==> src/rtl/setclr_pkg.sv <==
// setclr_pkg: shared FSM encoding, default sizes and helpers for the set/clear pulse generator
package setclr_pkg;
    typedef enum logic [1:0] {ST_IDLE, ST_PULSE, ST_GAP} state_t;
    localparam int DEF_DEPTH = 4;
    localparam int DEF_GAP = 3;
    localparam int GAP_W = 4;
    localparam int SKIP_W = 8;
    function automatic logic [SKIP_W-1:0] sat_inc(input logic [SKIP_W-1:0] v);
        return &v ? v : v + 1'b1;
    endfunction
endpackage

==> src/rtl/setclr_pulse_gen_if.sv <==
// setclr_pulse_gen_if: command handshake and latch-drive signals of the pulse generator
interface setclr_pulse_gen_if;
    import setclr_pkg::*;
    logic cmd_valid;
    logic cmd_level;
    logic cmd_ready;
    logic set_o;
    logic clr_o;
    logic level_o;
    logic busy;
    logic [SKIP_W-1:0] skip_cnt;
    modport master(
        output cmd_valid, cmd_level,
        input cmd_ready, set_o, clr_o, level_o, busy, skip_cnt
    );
    modport slave(
        input cmd_valid, cmd_level,
        output cmd_ready, set_o, clr_o, level_o, busy, skip_cnt
    );
endinterface

==> src/rtl/setclr_fifo.sv <==
// setclr_fifo: 1-bit command FIFO with wrap-bit pointers for full/empty distinction
module setclr_fifo #(
    parameter int DEPTH = setclr_pkg::DEF_DEPTH
) (
    input  logic clk,
    input  logic reset,
    input  logic push,
    input  logic push_data,
    input  logic pop,
    output logic pop_data,
    output logic full,
    output logic empty
);
    localparam int AW = $clog2(DEPTH);
    logic [DEPTH-1:0] mem;
    logic [AW:0] wp, rp;
    assign empty = wp == rp;
    assign full = (wp[AW] != rp[AW]) && (wp[AW-1:0] == rp[AW-1:0]);
    assign pop_data = mem[rp[AW-1:0]];
    // Pointer update; push and pop in the same cycle both advance
    always_ff @(posedge clk or posedge reset) begin
        if (reset) begin
            wp <= '0;
            rp <= '0;
        end else begin
            if (push && !full) wp <= wp + 1'b1;
            if (pop && !empty) rp <= rp + 1'b1;
        end
    end
    // Storage needs no reset: empty pointers hide stale contents
    always_ff @(posedge clk) begin
        if (push && !full) mem[wp[AW-1:0]] <= push_data;
    end
endmodule

==> src/rtl/setclr_pulse_gen.sv <==
// setclr_pulse_gen: turns queued level commands into spaced one-cycle set/clear pulses
module setclr_pulse_gen
    import setclr_pkg::*;
#(
    parameter int DEPTH = DEF_DEPTH,
    parameter int GAP = DEF_GAP
) (
    input logic clk,
    input logic reset,
    setclr_pulse_gen_if.slave bus
);
    state_t state, state_n;
    logic [GAP_W-1:0] gap_cnt, gap_n;
    logic [SKIP_W-1:0] skip_q, skip_n;
    logic set_q, set_n, clr_q, clr_n, level_q, level_n;
    logic pop, head, full, empty;
    setclr_fifo #(.DEPTH(DEPTH)) u_fifo (
        .clk(clk),
        .reset(reset),
        .push(bus.cmd_valid && !full),
        .push_data(bus.cmd_level),
        .pop(pop),
        .pop_data(head),
        .full(full),
        .empty(empty)
    );
    assign bus.cmd_ready = !full;
    assign bus.set_o = set_q;
    assign bus.clr_o = clr_q;
    assign bus.level_o = level_q;
    assign bus.skip_cnt = skip_q;
    assign bus.busy = !empty || state != ST_IDLE;
    // Next state: pop only in IDLE; redundant heads are dropped and counted, the rest pulse
    always_comb begin
        state_n = state;
        gap_n = gap_cnt;
        set_n = 1'b0;
        clr_n = 1'b0;
        level_n = level_q;
        skip_n = skip_q;
        pop = 1'b0;
        case (state)
            ST_IDLE: begin
                gap_n = '0;
                if (!empty) begin
                    pop = 1'b1;
                    if (head != level_q) begin
                        state_n = ST_PULSE;
                        set_n = head;
                        clr_n = !head;
                        level_n = head;
                    end else begin
                        skip_n = sat_inc(skip_q);
                    end
                end
            end
            ST_PULSE: begin
                state_n = ST_GAP;
                gap_n = GAP_W'(GAP);
            end
            ST_GAP: begin
                gap_n = gap_cnt - 1'b1;
                state_n = gap_cnt <= GAP_W'(2) ? ST_IDLE : ST_GAP;
            end
            default: state_n = ST_IDLE;
        endcase
    end
    // State register; reset discards everything and drops the outputs at once
    always_ff @(posedge clk or posedge reset) begin
        if (reset) begin
            state <= ST_IDLE;
            gap_cnt <= '0;
            set_q <= 1'b0;
            clr_q <= 1'b0;
            level_q <= 1'b0;
            skip_q <= '0;
        end else begin
            state <= state_n;
            gap_cnt <= gap_n;
            set_q <= set_n;
            clr_q <= clr_n;
            level_q <= level_n;
            skip_q <= skip_n;
        end
    end
endmodule

==> src/flat_wrapper.sv <==
// flat-port wrapper written by rule: the top's interface ports become plain ports
module setclr_pulse_gen_flat import setclr_pkg::*;
#(
    parameter int DEPTH = DEF_DEPTH,
    parameter int GAP = DEF_GAP
)
  (clk, reset, bus_cmd_valid, bus_cmd_level, bus_cmd_ready, bus_set_o, bus_clr_o, bus_level_o, bus_busy, bus_skip_cnt);
  setclr_pulse_gen_if bus_i ();
  input logic clk;
  input logic reset;
  input wire logic [$bits(bus_i.cmd_valid)-1:0] bus_cmd_valid;
  input wire logic [$bits(bus_i.cmd_level)-1:0] bus_cmd_level;
  output wire logic [$bits(bus_i.cmd_ready)-1:0] bus_cmd_ready;
  output wire logic [$bits(bus_i.set_o)-1:0] bus_set_o;
  output wire logic [$bits(bus_i.clr_o)-1:0] bus_clr_o;
  output wire logic [$bits(bus_i.level_o)-1:0] bus_level_o;
  output wire logic [$bits(bus_i.busy)-1:0] bus_busy;
  output wire logic [$bits(bus_i.skip_cnt)-1:0] bus_skip_cnt;
  assign bus_i.cmd_valid = bus_cmd_valid;
  assign bus_i.cmd_level = bus_cmd_level;
  assign bus_cmd_ready = bus_i.cmd_ready;
  assign bus_set_o = bus_i.set_o;
  assign bus_clr_o = bus_i.clr_o;
  assign bus_level_o = bus_i.level_o;
  assign bus_busy = bus_i.busy;
  assign bus_skip_cnt = bus_i.skip_cnt;
  setclr_pulse_gen #(.DEPTH(DEPTH), .GAP(GAP)) u_core (.clk(clk), .reset(reset), .bus(bus_i));
endmodule
==> config.mk <==
export PLATFORM = sky130hd
export DESIGN_NAME = setclr_pulse_gen_flat
export DESIGN_NICKNAME = d
export VERILOG_FILES = /design/src/rtl/setclr_pkg.sv /design/src/rtl/setclr_pulse_gen_if.sv /design/src/rtl/setclr_fifo.sv /design/src/rtl/setclr_pulse_gen.sv /design/src/flat_wrapper.sv
export SDC_FILE = /design/constraint.sdc
export NUM_CORES = 1
export LEC_CHECK = 0
export ABC_AREA = 1
export BUFFER_PORTS_ARGS = -buffer_cell sky130_fd_sc_hd__buf_2
export CAP_MARGIN = 20
export CORE_MARGIN = 2
export CORE_UTILIZATION = 55
export CTS_CLUSTER_SIZE = 12
export DETAILED_ROUTE_END_ITERATION = 6
export GPL_TIMING_DRIVEN = 0
export HOLD_SLACK_MARGIN = 0.12
export PLACE_DENSITY = 0.75
export SETUP_SLACK_MARGIN = 0.5
export SLEW_MARGIN = 20
export SYNTH_ARGS = -nofsm -noshare
export SYNTH_HDL_FRONTEND = slang
export SYNTH_SLANG_ARGS = --single-unit
==> constraint.sdc <==
create_clock -name clk -period 1.95 [get_ports clk]
set_input_delay 0.39 -clock clk [delete_from_list [all_inputs] [get_ports clk]]
set_output_delay 0.39 -clock clk [all_outputs]
set_load 0.01 [all_outputs]
==> key figures, run 1 <==
Run status
  • Outcome: completed

Synthesis
  • Avg Cell Area, Syn: 8.27 µm²
  • Synth warnings: 0
  • Library cells used by synthesis: 26
  • Syn nets: 216
  • Syn Inst Count: 198
  • Post-Syn Area: between 1500 and 2000 µm²
  • Synth Register Bits: 27
  • Seq/Total Area, Yosys: 0.425

Die
  • Die height: 58.6 µm
  • Placement Rows: 19
  • Die X: 58.6 µm
  • Num ports: 17
  • Starting Density: 0.588
  • Core ar.: 2780 µm²
  • DIE AREA: 3430 µm²

STA
  • Hold Fails Final Rpt: 0
  • Max Clock Freq: 585 MHz
  • Slew Viols, Final: 0
  • Worst Tran Pin Value: roughly 890 ps
  • WHS: 233 ps
  • Finish-stage setup viols: 0
  • Layout Skew: 2.75 ps
  • RSZ-0062 raised after global routing: yes
  • Tcrit/Tclk final: 0.877
  • Setup_tns: 0 ps
  • Rel. slew slack: 0.405
  • Final min period: 1710 ps

Placement
  • PortBufs: 16
  • RePlAce Congestion: 0.799
  • Dpl hpwl: around 2200 µm
  • Post-Place Cell Area: 1800 µm²

Clock network
  • TritonCTS clock tree: yes
  • Num CTS Buffers: 3
  • CTS H-tree lvls: 1
  • Clock Latency Late Sink: between 300 and 400 ps
  • Clk sink count: 27
  • Clk root buf: clkbuf_4
  • CTS clk-pin slew, worst paths: 150 ps
  • Max Root-Sink Buffers: 2

Setup path
  • Element type at the critical path end: flip-flop
  • Launch point of the worst path: u_core.u_fifo.rp[0]$_DFFE_PP0P_
  • Reg-to-Reg Start: u_core.u_fifo.rp[0]$_DFFE_PP0P_
  • Critical path arrival: 1940 ps
  • Crit path required time: 2180 ps
  • WS Path Type: reg -> reg
  • Max stage delay on crit path: around 500 ps
  • Critical-path maximum fanout: 8
  • Most used cell, CP: nand2_2
  • CP max-delay cell: dfrtp_2
  • Worst Setup Start Kind: flip-flop
  • Reg2reg setup slack: about 240 ps
  • CP Cell Sequence: or2_4 -> nand3_2 -> nand2_2 -> ha_4 -> nand2_4 -> clkinv_4 -> nand3_4 -> nand2_2 -> nand2_1

GRT
  • Largest net degree at the start of global routing: 24
  • Vias in the first global route: 1349
  • Overflow after GRT: 0
  • GR Util All Layers: 0.213
  • Global-route wire length before repair: 5780 µm
  • Antenna violations before repair: 0

Power and ir drop
  • Maximum vdd drop: 1.28 mV
  • Pwr Density: 1740 nW/µm²
  • Leak: 1.11 nW

Routing
  • DRT Pass-1 Iters: 4
  • Routed WL: 3450 µm
  • Drt first-iter violations: 77
  • WL/cell: 12.8 µm
  • DRC errors left: 0
  • Vias: 1383
  • ANT nets after route: 0
  • Drt via density: 5.12

Final layout
  • Synth-to-layout area growth: 26.1%
  • ANT cells: 0
  • Nets: 258
  • FILL cells: 199
  • Ratio of cells with drive above 1 in the final layout: 0.314
  • Finished Cell Area: 2060 µm²

Flow run
  • Max Cap Viol: 0

Min path
  • Worst Hold Class: in -> async
==> path summary, 6_finish.rpt <==
path / end / cells past startpoint
setup reg to reg: u_core.bus.skip_cnt[0]$_DFFE_PP0P_ / 9
hold / removal: u_core.gap_cnt[0]$_DFFE_PP0P_ / 2
min in group clk: u_core.u_fifo.mem[0]$_DFFE_PP_ / 1
hold reg to reg: u_core.u_fifo.wp[2]$_DFFE_PP0P_ / 2
max in group asynchronous: u_core.u_fifo.wp[1]$_DFFE_PP0P_ / 2
setup / recovery: u_core.bus.skip_cnt[0]$_DFFE_PP0P_ / 9
==> metal layers <==
metal,up-vias,wire [µm],track usage
li1,708,-,-
met1,653,1540,0.270
met2,20,1810,0.393
met3,2,89,0.0264
met4,0,10,0.0332
met5,-,0,0
==> critical path, delay by kind of cell (launching register included) <==
| kind | cells | cell delay, ps |
|---|---|---|
| adders and majority gates | 1 | 290 |
| buffers and inverters | 1 | 70 |
| DFF | 1 | 500 |
| and+or+nand+nor | 7 | 760 |
==> area by class of cell <==
| type | instances | area [µm²] | area share |
|---|---|---|---|
| buffer | 1 | 11.3 | 0.00546 |
| clock buffer | 4 | 26.3 | 0.0127 |
| timing repair inverter | 1 | 8.76 | 0.00424 |
| tap | 31 | 38.8 | 0.0188 |
| sequential | 27 | 699 | 0.339 |
| inverter | 33 | 131 | 0.0637 |
| multi-input combinational | 137 | 897 | 0.435 |
| timing repair buffer | 36 | 250 | 0.121 |
==> state kept, by name, summed over array words and instances (netlist names) <==
signal	flops
u_core.bus.set_o	1
u_core.u_fifo.mem	4
u_core.u_fifo.wp	3
u_core.state	2
u_core.u_fifo.rp	3
u_core.bus.clr_o	1
u_core.bus.skip_cnt	8
u_core.gap_cnt	4
u_core.bus.level_o	1
==> what timing repair did <==
| item | in CTS | in global routing |
|---|---|---|
| endpoints found under the setup margin | 13 | 20 |
| hold buffers | 0 | 0 |
| buffers inserted | 15 | 5 |
| cloned | 1 | 0 |
| pin swaps | 15 | 11 |
| gates resized for setup | 13 | 13 |
==> placed cells by master, fill, tap and decap left out, types with 3 or more instances in the layout <==
master / n
ha_1: 12
nand3_1: 5
o21ai_0: 4
nand2_2: 10
buf_4: 17
clkbuf_4: 3
edfxtp_1: 4
nand2_1: 52
buf_2: 16
nand4_1: 11
nor2_1: 13
nand3_2: 4
buf_6: 3
inv_1: 26
xor2_1: 4
dfrtp_2: 3
a21oi_1: 3
dfrtp_1: 20
inv_2: 5
==> per-stage QoR <==
| step | instances | total power, W | worst slack [ps] | utilization |
|---|---|---|---|---|
| after floorplan | 198 | 0.00224 | 430 | - |
| after global placement | 245 | 0.00254 | 289 | 0.646 |
| after detailed placement | 245 | 0.00261 | 270 | 0.646 |
| after CTS | 265 | 0.00336 | 242 | 0.717 |
| after global routing | 270 | 0.00391 | 154 | 0.742 |
| final | 270 | 0.00359 | 240 | 0.742 |
==> cells by family (layout without fill, tap and decap cells) <==
family,count (synthesis),count (layout),synth area share
and+or+nand+nor,104,104,0.304
buffers and inverters,34,75,0.0826
DFF,27,27,0.425
adders and majority gates,14,14,0.107
AOI/OAI and AO/OA,12,12,0.0390
xor gates and xnor gates,7,7,0.0421
==> Yosys cell counts <==
cell type | n | area (µm²)
o21ai_0 | 4 | 20.0
xor2_1 | 4 | 35.0
dfrtp_1 | 23 | 576
or2_2 | 1 | 6.26
nand3_4 | 1 | 17.5
buf_6 | 1 | 11.3
nand3_2 | 2 | 20.0
ha_1 | 14 | 175
nor2_4 | 1 | 11.3
a31oi_1 | 1 | 6.26
clkinv_1 | 1 | 3.75
xnor2_1 | 2 | 17.5
xnor2_2 | 1 | 16.3
nand2_2 | 1 | 6.26
edfxtp_1 | 4 | 120
nand3b_4 | 1 | 20.0
o21ai_1 | 2 | 10.0
a21oi_1 | 3 | 15.0
nand2_1 | 62 | 233
nand3_1 | 8 | 40.0
nor2_1 | 13 | 48.8
nand3b_1 | 2 | 15.0
o22ai_1 | 2 | 12.5
nand2_4 | 1 | 11.3
nand4_1 | 11 | 68.8
inv_1 | 32 | 120
==> power breakdown <==
part | switching, W | leakage, nW | internal, W | total [W]
clock network | 0.000163 | 0.0150 | 0.0000799 | 0.000243
logic | 0.00126 | 0.759 | 0.00110 | 0.00236
registers | 0.000209 | 0.332 | 0.000781 | 0.000991
total | 0.00163 | 1.11 | 0.00196 | 0.00359
(Power assumes the default switching activity.)
==> run 2, diff against run 1 <==
--- a/config.mk
+++ b/config.mk
@@ -8,13 +8,14 @@
 export ABC_AREA = 1
 export BUFFER_PORTS_ARGS = -buffer_cell sky130_fd_sc_hd__buf_2
 export CAP_MARGIN = 20
+export CORE_ASPECT_RATIO = 0.9
 export CORE_MARGIN = 2
 export CORE_UTILIZATION = 55
 export CTS_CLUSTER_SIZE = 12
 export DETAILED_ROUTE_END_ITERATION = 6
 export GPL_TIMING_DRIVEN = 0
 export HOLD_SLACK_MARGIN = 0.12
-export PLACE_DENSITY = 0.75
+export PLACE_DENSITY = 0.74
 export SETUP_SLACK_MARGIN = 0.5
 export SLEW_MARGIN = 20
 export SYNTH_ARGS = -nofsm -noshare
==> run 2 against run 1 <==
- worst hold slack worse by 21 ps
- clock power up 2%
- non-clock buffer count up 3
- count of clock-buffer cells in the layout unchanged
- largest cell class unchanged
- largest power group unchanged
- routed wire length up 14%
- combinational power up 12%
==> key figures, run 2 (synthesis gave the netlist of run 1 again) <==
Run status
  • Outcome: completed

Final layout
  • FF+latch area: 698 µm² (-0.18%)
  • Commonest non-fill, non-tap cell in the layout: nand2_1
  • Nets: 261 (+1.2%)
  • Ratio of cells with drive above 1 in the final layout: 0.347 (+0.0333)
  • Multi-input gate area: 965 µm² (+7.5%)
  • Synth-to-layout area growth: 32.8%
  • Most frequent cells in the layout: 51 x nand2_1, 26 x inv_1, 21 x dfrtp_1
  • FILL cells: 188 (-5.5%)
  • Max reg flops: 8 (unchanged)
  • ANT cells: 0 (unchanged)

Routing
  • DRT Pass-1 Iters: 4 (unchanged)
  • WL/cell: 13.9 µm (+8.9%)
  • DRC errors left: 0 (unchanged)
  • ANT nets after route: 0 (unchanged)
  • Vias: 1466 (+6.0%)
  • Drt first-iter violations: 65 (-16%)
  • Routed WL: 3930 µm (+14%)
  • Drt via density: 5.20 (+1.5%)

Placement
  • Dpl hpwl: 2350 µm (+6.4%)
  • PortBufs: 16 (unchanged)
  • RePlAce Congestion: 0.821 (+2.8%)

Power and ir drop
  • Total power: 0.00386 W (+7.4%)
  • Leak: 1.14 nW (+3.0%)
  • Seq pwr share: 0.249 (-0.027)
  • Pwr Density: 1780 nW/µm² (+2.0%)
  • Cell-internal power: 0.00205 W (+4.4%)
  • Net Sw Power: 0.00181 W (+11%)
  • Combinational power share: 0.687 (+0.030)
  • Clock Power Share: 0.064 (-0.004)
  • Maximum vdd drop: 1.03 mV (-20%)
  • Switching power share of the total: 0.469 (+0.0152)

Setup path
  • Reg-to-Reg Start: u_core.u_fifo.rp[0]$_DFFE_PP0P_
  • Reg2reg setup slack: 170 ps (-70 ps)
  • Element type at the critical path end: primary output
  • CP Buf/Inv Count: 2 (+1)
  • Crit path required time: 1560 ps (-620 ps)
  • Worst Setup Start Kind: flip-flop
  • CP Cell Sequence: inv_2 -> nand2_2 -> nand2_2 -> nand4_1 -> buf_2
  • Largest delay share family, worst path: flip-flops
  • CP max-delay cell: dfrtp_1
  • Most used cell, CP: nand2_2
  • Critical path arrival: 1400 ps (-540 ps)
  • Critical-path maximum fanout: 3 (-5)
  • Max stage delay on crit path: 450 ps (-50 ps)
  • FF-to-FF End: u_core.bus.skip_cnt[5]$_DFFE_PP0P_
  • R2R depth: 10 (+1)
  • Crit path depth: 5 (-4)
  • WS Path Type: reg -> out

Die
  • Die X: 61.5 µm (+5.0%)
  • Starting Density: 0.586 (-0.00237)
  • Core ar.: 2790 µm² (+0.40%)
  • Placement Rows: 18 (-1)
  • DIE AREA: 3430 µm² (about the same)
  • Num ports: 17 (unchanged)
  • Die height: 55.8 µm (-4.8%)

Clock network
  • Clock Latency Late Sink: 330 ps (about the same)
  • CTS clk-pin slew, worst paths: 140 ps (about the same)
  • Num CTS Buffers: 3 (unchanged)
  • Max Root-Sink Buffers: 2 (unchanged)
  • Clk sink count: 27 (unchanged)
  • Clk root buf: clkbuf_4
  • Cts hold-fix bufs: 0 (unchanged)
  • CTS H-tree lvls: 1 (unchanged)
  • TritonCTS clock tree: yes

STA
  • Slew Viols, Final: 0 (unchanged)
  • Finish-stage setup viols: 0 (unchanged)
  • Tcrit/Tclk final: 0.920 (+0.0431)
  • Setup_tns: 0 ps (unchanged)
  • Max Clock Freq: 557 MHz (-4.7%)
  • RSZ-0062 raised after global routing: yes
  • Rel. slew slack: 0.415 (+0.00943)
  • Hold Fails Final Rpt: 0 (unchanged)
  • Layout Skew: 2.45 ps (-0.297 ps)
  • Worst Tran Pin Value: 877 ps (-14.1 ps)
  • Final min period: 1790 ps (+84.1 ps)

GRT
  • GR Util All Layers: 0.234 (+0.0212)
  • Global-route wire length before repair: 6090 µm (+5.4%)
  • Antenna violations before repair: 0 (unchanged)
  • Largest net degree at the start of global routing: 24 (unchanged)
  • Overflow after GRT: 0 (unchanged)
  • Vias in the first global route: 1370 (+1.6%)

Flow run
  • Max Cap Viol: 0 (unchanged)

Min path
  • Worst Hold Class: in -> async
-- run 2: changes by cell type in the layout (fill, tap and decap cells not counted), sizes merged --
| cell | delta |
|---|---|
| buf | +3 |
-- run 2: final cells by class --
class,count,area share
multi-input combinational,137,0.444
sequential,27,0.321
timing repair buffer,39,0.132
inverter,33,0.0604
tap,40,0.0230
clock buffer,4,0.0121
buffer,1,0.00518
timing repair inverter,1,0.00230
-- run 2: power groups by stage --
stage                     clock network (W)  registers, W  logic (W)
after floorplan                           0      0.000985    0.00125
after global placement                    0      0.000976    0.00156
after detailed placement                  0      0.000996    0.00165
after CTS                          0.000254      0.000952    0.00224
after global routing               0.000277      0.000980    0.00289
final                              0.000249      0.000960    0.00265
-- run 2: per-layer routing --
| layer | global-route usage | part of all wire | up-vias |
|---|---|---|---|
| li1 | - | - | 719 |
| met1 | 0.300 | 0.42 | 702 |
| met2 | 0.391 | 0.52 | 36 |
| met3 | 0.0442 | 0.038 | 9 |
| met4 | 0.0699 | 0.017 | 0 |
| met5 | 0 | 0 | - |
-- run 2: per-stage QoR --
stage | hold WS (ps) | setup WS [ps] | util | area [µm²] | std cells
after floorplan | 392 | 430 | - | 1680 | 198
final | 212 | 156 | 0.778 | 2170 | 282
after global placement | 507 | 285 | 0.648 | 1810 | 254
after global routing | 251 | 94.0 | 0.778 | 2170 | 282
after CTS | 240 | 185 | 0.732 | 2040 | 277
after detailed placement | 523 | 230 | 0.648 | 1810 | 254
-- run 2: worst max path at each step --
stage | from | endpoint | slack (ps)
3_3_place_gp | u_core.state[0]$_DFFE_PP0P_ | bus_busy | 280
5_1_grt | u_core.u_fifo.wp[1]$_DFFE_PP0P_ | bus_busy | 90
6_report | u_core.u_fifo.rp[1]$_DFFE_PP0P_ | bus_busy | 160
2_1_floorplan | u_core.u_fifo.rp[0]$_DFFE_PP0P_ | u_core.bus.skip_cnt[2]$_DFFE_PP0P_ | 430
4_1_cts | u_core.u_fifo.rp[2]$_DFFE_PP0P_ | bus_busy | 180
3_5_place_dp | u_core.state[0]$_DFFE_PP0P_ | bus_busy | 230
-- run 2: what timing repair did --
| item | in CTS | in global routing |
|---|---|---|
| pin swaps | 12 | 15 |
| gates cloned | 1 | 0 |
| gates resized for setup | 17 | 25 |
| setup endpoints to repair | 13 | 21 |
| buffers inserted | 18 | 5 |
-- run 2: worst reg2reg max path, delay by kind of cell (launching register included) --
| kind | cells | cell delay [ps] |
|---|---|---|
| adders and majority gates | 1 | 280 |
| and+or+nand+nor | 7 | 730 |
| buffers and inverters | 2 | 210 |
| DFF | 1 | 480 |
==> run 3, diff against run 2 <==
--- a/config.mk
+++ b/config.mk
@@ -9,7 +9,6 @@
 export BUFFER_PORTS_ARGS = -buffer_cell sky130_fd_sc_hd__buf_2
 export CAP_MARGIN = 20
 export CORE_ASPECT_RATIO = 0.9
-export CORE_MARGIN = 2
 export CORE_UTILIZATION = 55
 export CTS_CLUSTER_SIZE = 12
 export DETAILED_ROUTE_END_ITERATION = 6
==> run 3 against run 2 <==
- core utilization is 6.0 points lower
- global-route usage is 1.4 points lower
- clock power is 2% higher
- die area is 6.7% lower
- maximum frequency is 2.7% higher
==> key figures, run 3 (synthesis gave the netlist of run 1 again) <==
Run status
  • Outcome: completed

GRT
  • Overflow after GRT: 0 (unchanged)
  • Global-route wire length before repair: 5220 µm (-14%)
  • Largest net degree at the start of global routing: 24 (unchanged)
  • Vias in the first global route: 1231 (-10%)
  • Antenna violations before repair: 0 (unchanged)
  • GR Util All Layers: 0.220 (-0.0141)

Die
  • DIE AREA: 3200 µm² (-6.7%)
  • Die height: 53.8 µm (-3.6%)
  • Core ar.: 2790 µm² (unchanged)
  • Starting Density: 0.586 (unchanged)
  • Num ports: 17 (unchanged)
  • Placement Rows: 18 (unchanged)
  • Die X: 59.5 µm (-3.3%)

STA
  • Finish-stage setup viols: 0 (unchanged)
  • Final min period: 1750 ps (-46.7 ps)
  • Hold Fails Final Rpt: 0 (unchanged)
  • Max Clock Freq: 572 MHz (+2.7%)
  • Setup_tns: 0 ps (unchanged)
  • RSZ-0062 raised after global routing: yes
  • Slew Viols, Final: 0 (unchanged)
  • Tcrit/Tclk final: 0.896 (-0.0240)
  • Layout Skew: 7.05 ps (+4.60 ps)
  • Worst Tran Pin Value: 880 ps (+2.71 ps)
  • WHS: 211 ps (-0.881 ps)
  • Rel. slew slack: 0.413 (-0.00181)

Final layout
  • Ratio of cells with drive above 1 in the final layout: 0.294 (-0.0535)
  • Finished Cell Area: 2000 µm² (-7.8%)
  • Core Util, Final: 0.718 (-0.0605)
  • FF+latch area: 698 µm² (unchanged)
  • Nets: 254 (-2.7%)
  • Commonest non-fill, non-tap cell in the layout: nand2_1
  • Multi-input gate area: 878 µm² (-8.9%)
  • Most frequent cells in the layout: 54 x nand2_1, 25 x inv_1, 21 x dfrtp_1
  • Max reg flops: 8 (unchanged)
  • ANT cells: 0 (unchanged)
  • Synth-to-layout area growth: 22.5%
  • FILL cells: 220 (+17%)

Setup path
  • CP max-delay cell: dfrtp_2
  • Reg-to-Reg Start: u_core.u_fifo.rp[0]$_DFFE_PP0P_
  • Reg2reg setup slack: 280 ps (+110 ps)
  • Critical path arrival: 1360 ps (-40 ps)
  • Launch point of the worst path: u_core.u_fifo.rp[0]$_DFFE_PP0P_
  • Max stage delay on crit path: 470 ps (+20 ps)
  • R2R depth: 11 (+1)
  • Largest delay share family, worst path: flip-flops
  • Crit path required time: 1560 ps (about the same)
  • Crit path depth: 3 (-2)
  • Element type at the critical path end: primary output
  • CP Cell Sequence: xnor2_2 -> nand4_1 -> buf_2
  • CP Buf/Inv Count: 1 (-1)
  • Worst Setup Start Kind: flip-flop
  • Critical-path maximum fanout: 3 (unchanged)
  • WS Path Type: reg -> out

Min path
  • Worst Hold Class: in -> async

Clock network
  • Cts hold-fix bufs: 0 (unchanged)
  • Clock Latency Late Sink: 330 ps (about the same)
  • TritonCTS clock tree: yes
  • Num CTS Buffers: 3 (unchanged)
  • Clk sink count: 27 (unchanged)
  • CTS clk-pin slew, worst paths: 150 ps (about the same)
  • CTS H-tree lvls: 1 (unchanged)
  • Max Root-Sink Buffers: 2 (unchanged)
  • Clk root buf: clkbuf_4

Flow run
  • Max Cap Viol: 0 (unchanged)

Power and ir drop
  • Leak: 1.08 nW (-5.1%)
  • Pwr Density: 1640 nW/µm² (-7.4%)
  • Total power: 0.00329 W (-15%)
  • Maximum vdd drop: 0.928 mV (-9.8%)

Routing
  • Drt via density: 4.96 (-4.5%)
  • Drt first-iter violations: 36 (-45%)
  • DRC errors left: 0 (unchanged)
  • ANT nets after route: 0 (unchanged)
  • WL/cell: 11.6 µm (-17%)
  • Routed WL: 3190 µm (-19%)
  • Vias: 1365 (-6.9%)
  • DRT Pass-1 Iters: 4 (unchanged)

Placement
  • Dpl hpwl: 2180 µm (-7.3%)
  • RePlAce Congestion: 0.774 (-5.7%)
  • PortBufs: 16 (unchanged)
  • Post-Place Cell Area: 1810 µm² (unchanged)
==> run 3: path summary, 6_finish.rpt <==
check	to
worst max-delay path	bus_busy
worst min-delay path	u_core.bus.skip_cnt[4]$_DFFE_PP0P_
worst max register to register	u_core.bus.skip_cnt[1]$_DFFE_PP0P_
worst min register to register	u_core.bus.skip_cnt[4]$_DFFE_PP0P_
max in group asynchronous	u_core.u_fifo.wp[0]$_DFFE_PP0P_
min in group clk	u_core.u_fifo.mem[3]$_DFFE_PP_
==> run 3: area by class of cell <==
class                           count  share of cell area
Clock buffer                        4              0.0131
Tap cell                           40              0.0250
Timing Repair inverter              1             0.00250
Inverter                           33              0.0643
Buffer                              1             0.00562
Sequential cell                    27               0.348
Timing Repair Buffer               32               0.103
Multi-Input combinational cell    137               0.438
==> run 3: where the power goes <==
part / leakage [nW] / total [W] / internal (W) / switching (W)
combinational: 0.733 / 0.00207 / 0.000910 / 0.00116
sequential: 0.333 / 0.000971 / 0.000779 / 0.000192
clock: 0.0150 / 0.000253 / 0.0000803 / 0.000172
==> run 3: per-layer routing <==
metal  wire [µm]  global-route usage
met4          34              0.0581
met5           0                   0
met3          88              0.0288
met1        1570               0.288
met2        1500               0.386
==> run 3: what timing repair did <==
action,in CTS,in global routing
gates cloned,1,0
gates resized for setup,13,7
pin swaps,7,7
setup buffers,10,6
setup endpoints to repair,13,14
==> run 3: through the flow <==
stage,instances,setup slack [ps]
2_1_floorplan,198,430
3_3_place_gp,254,288
3_5_place_dp,254,261
4_1_cts,269,203
5_1_grt,275,135
6_report,275,202
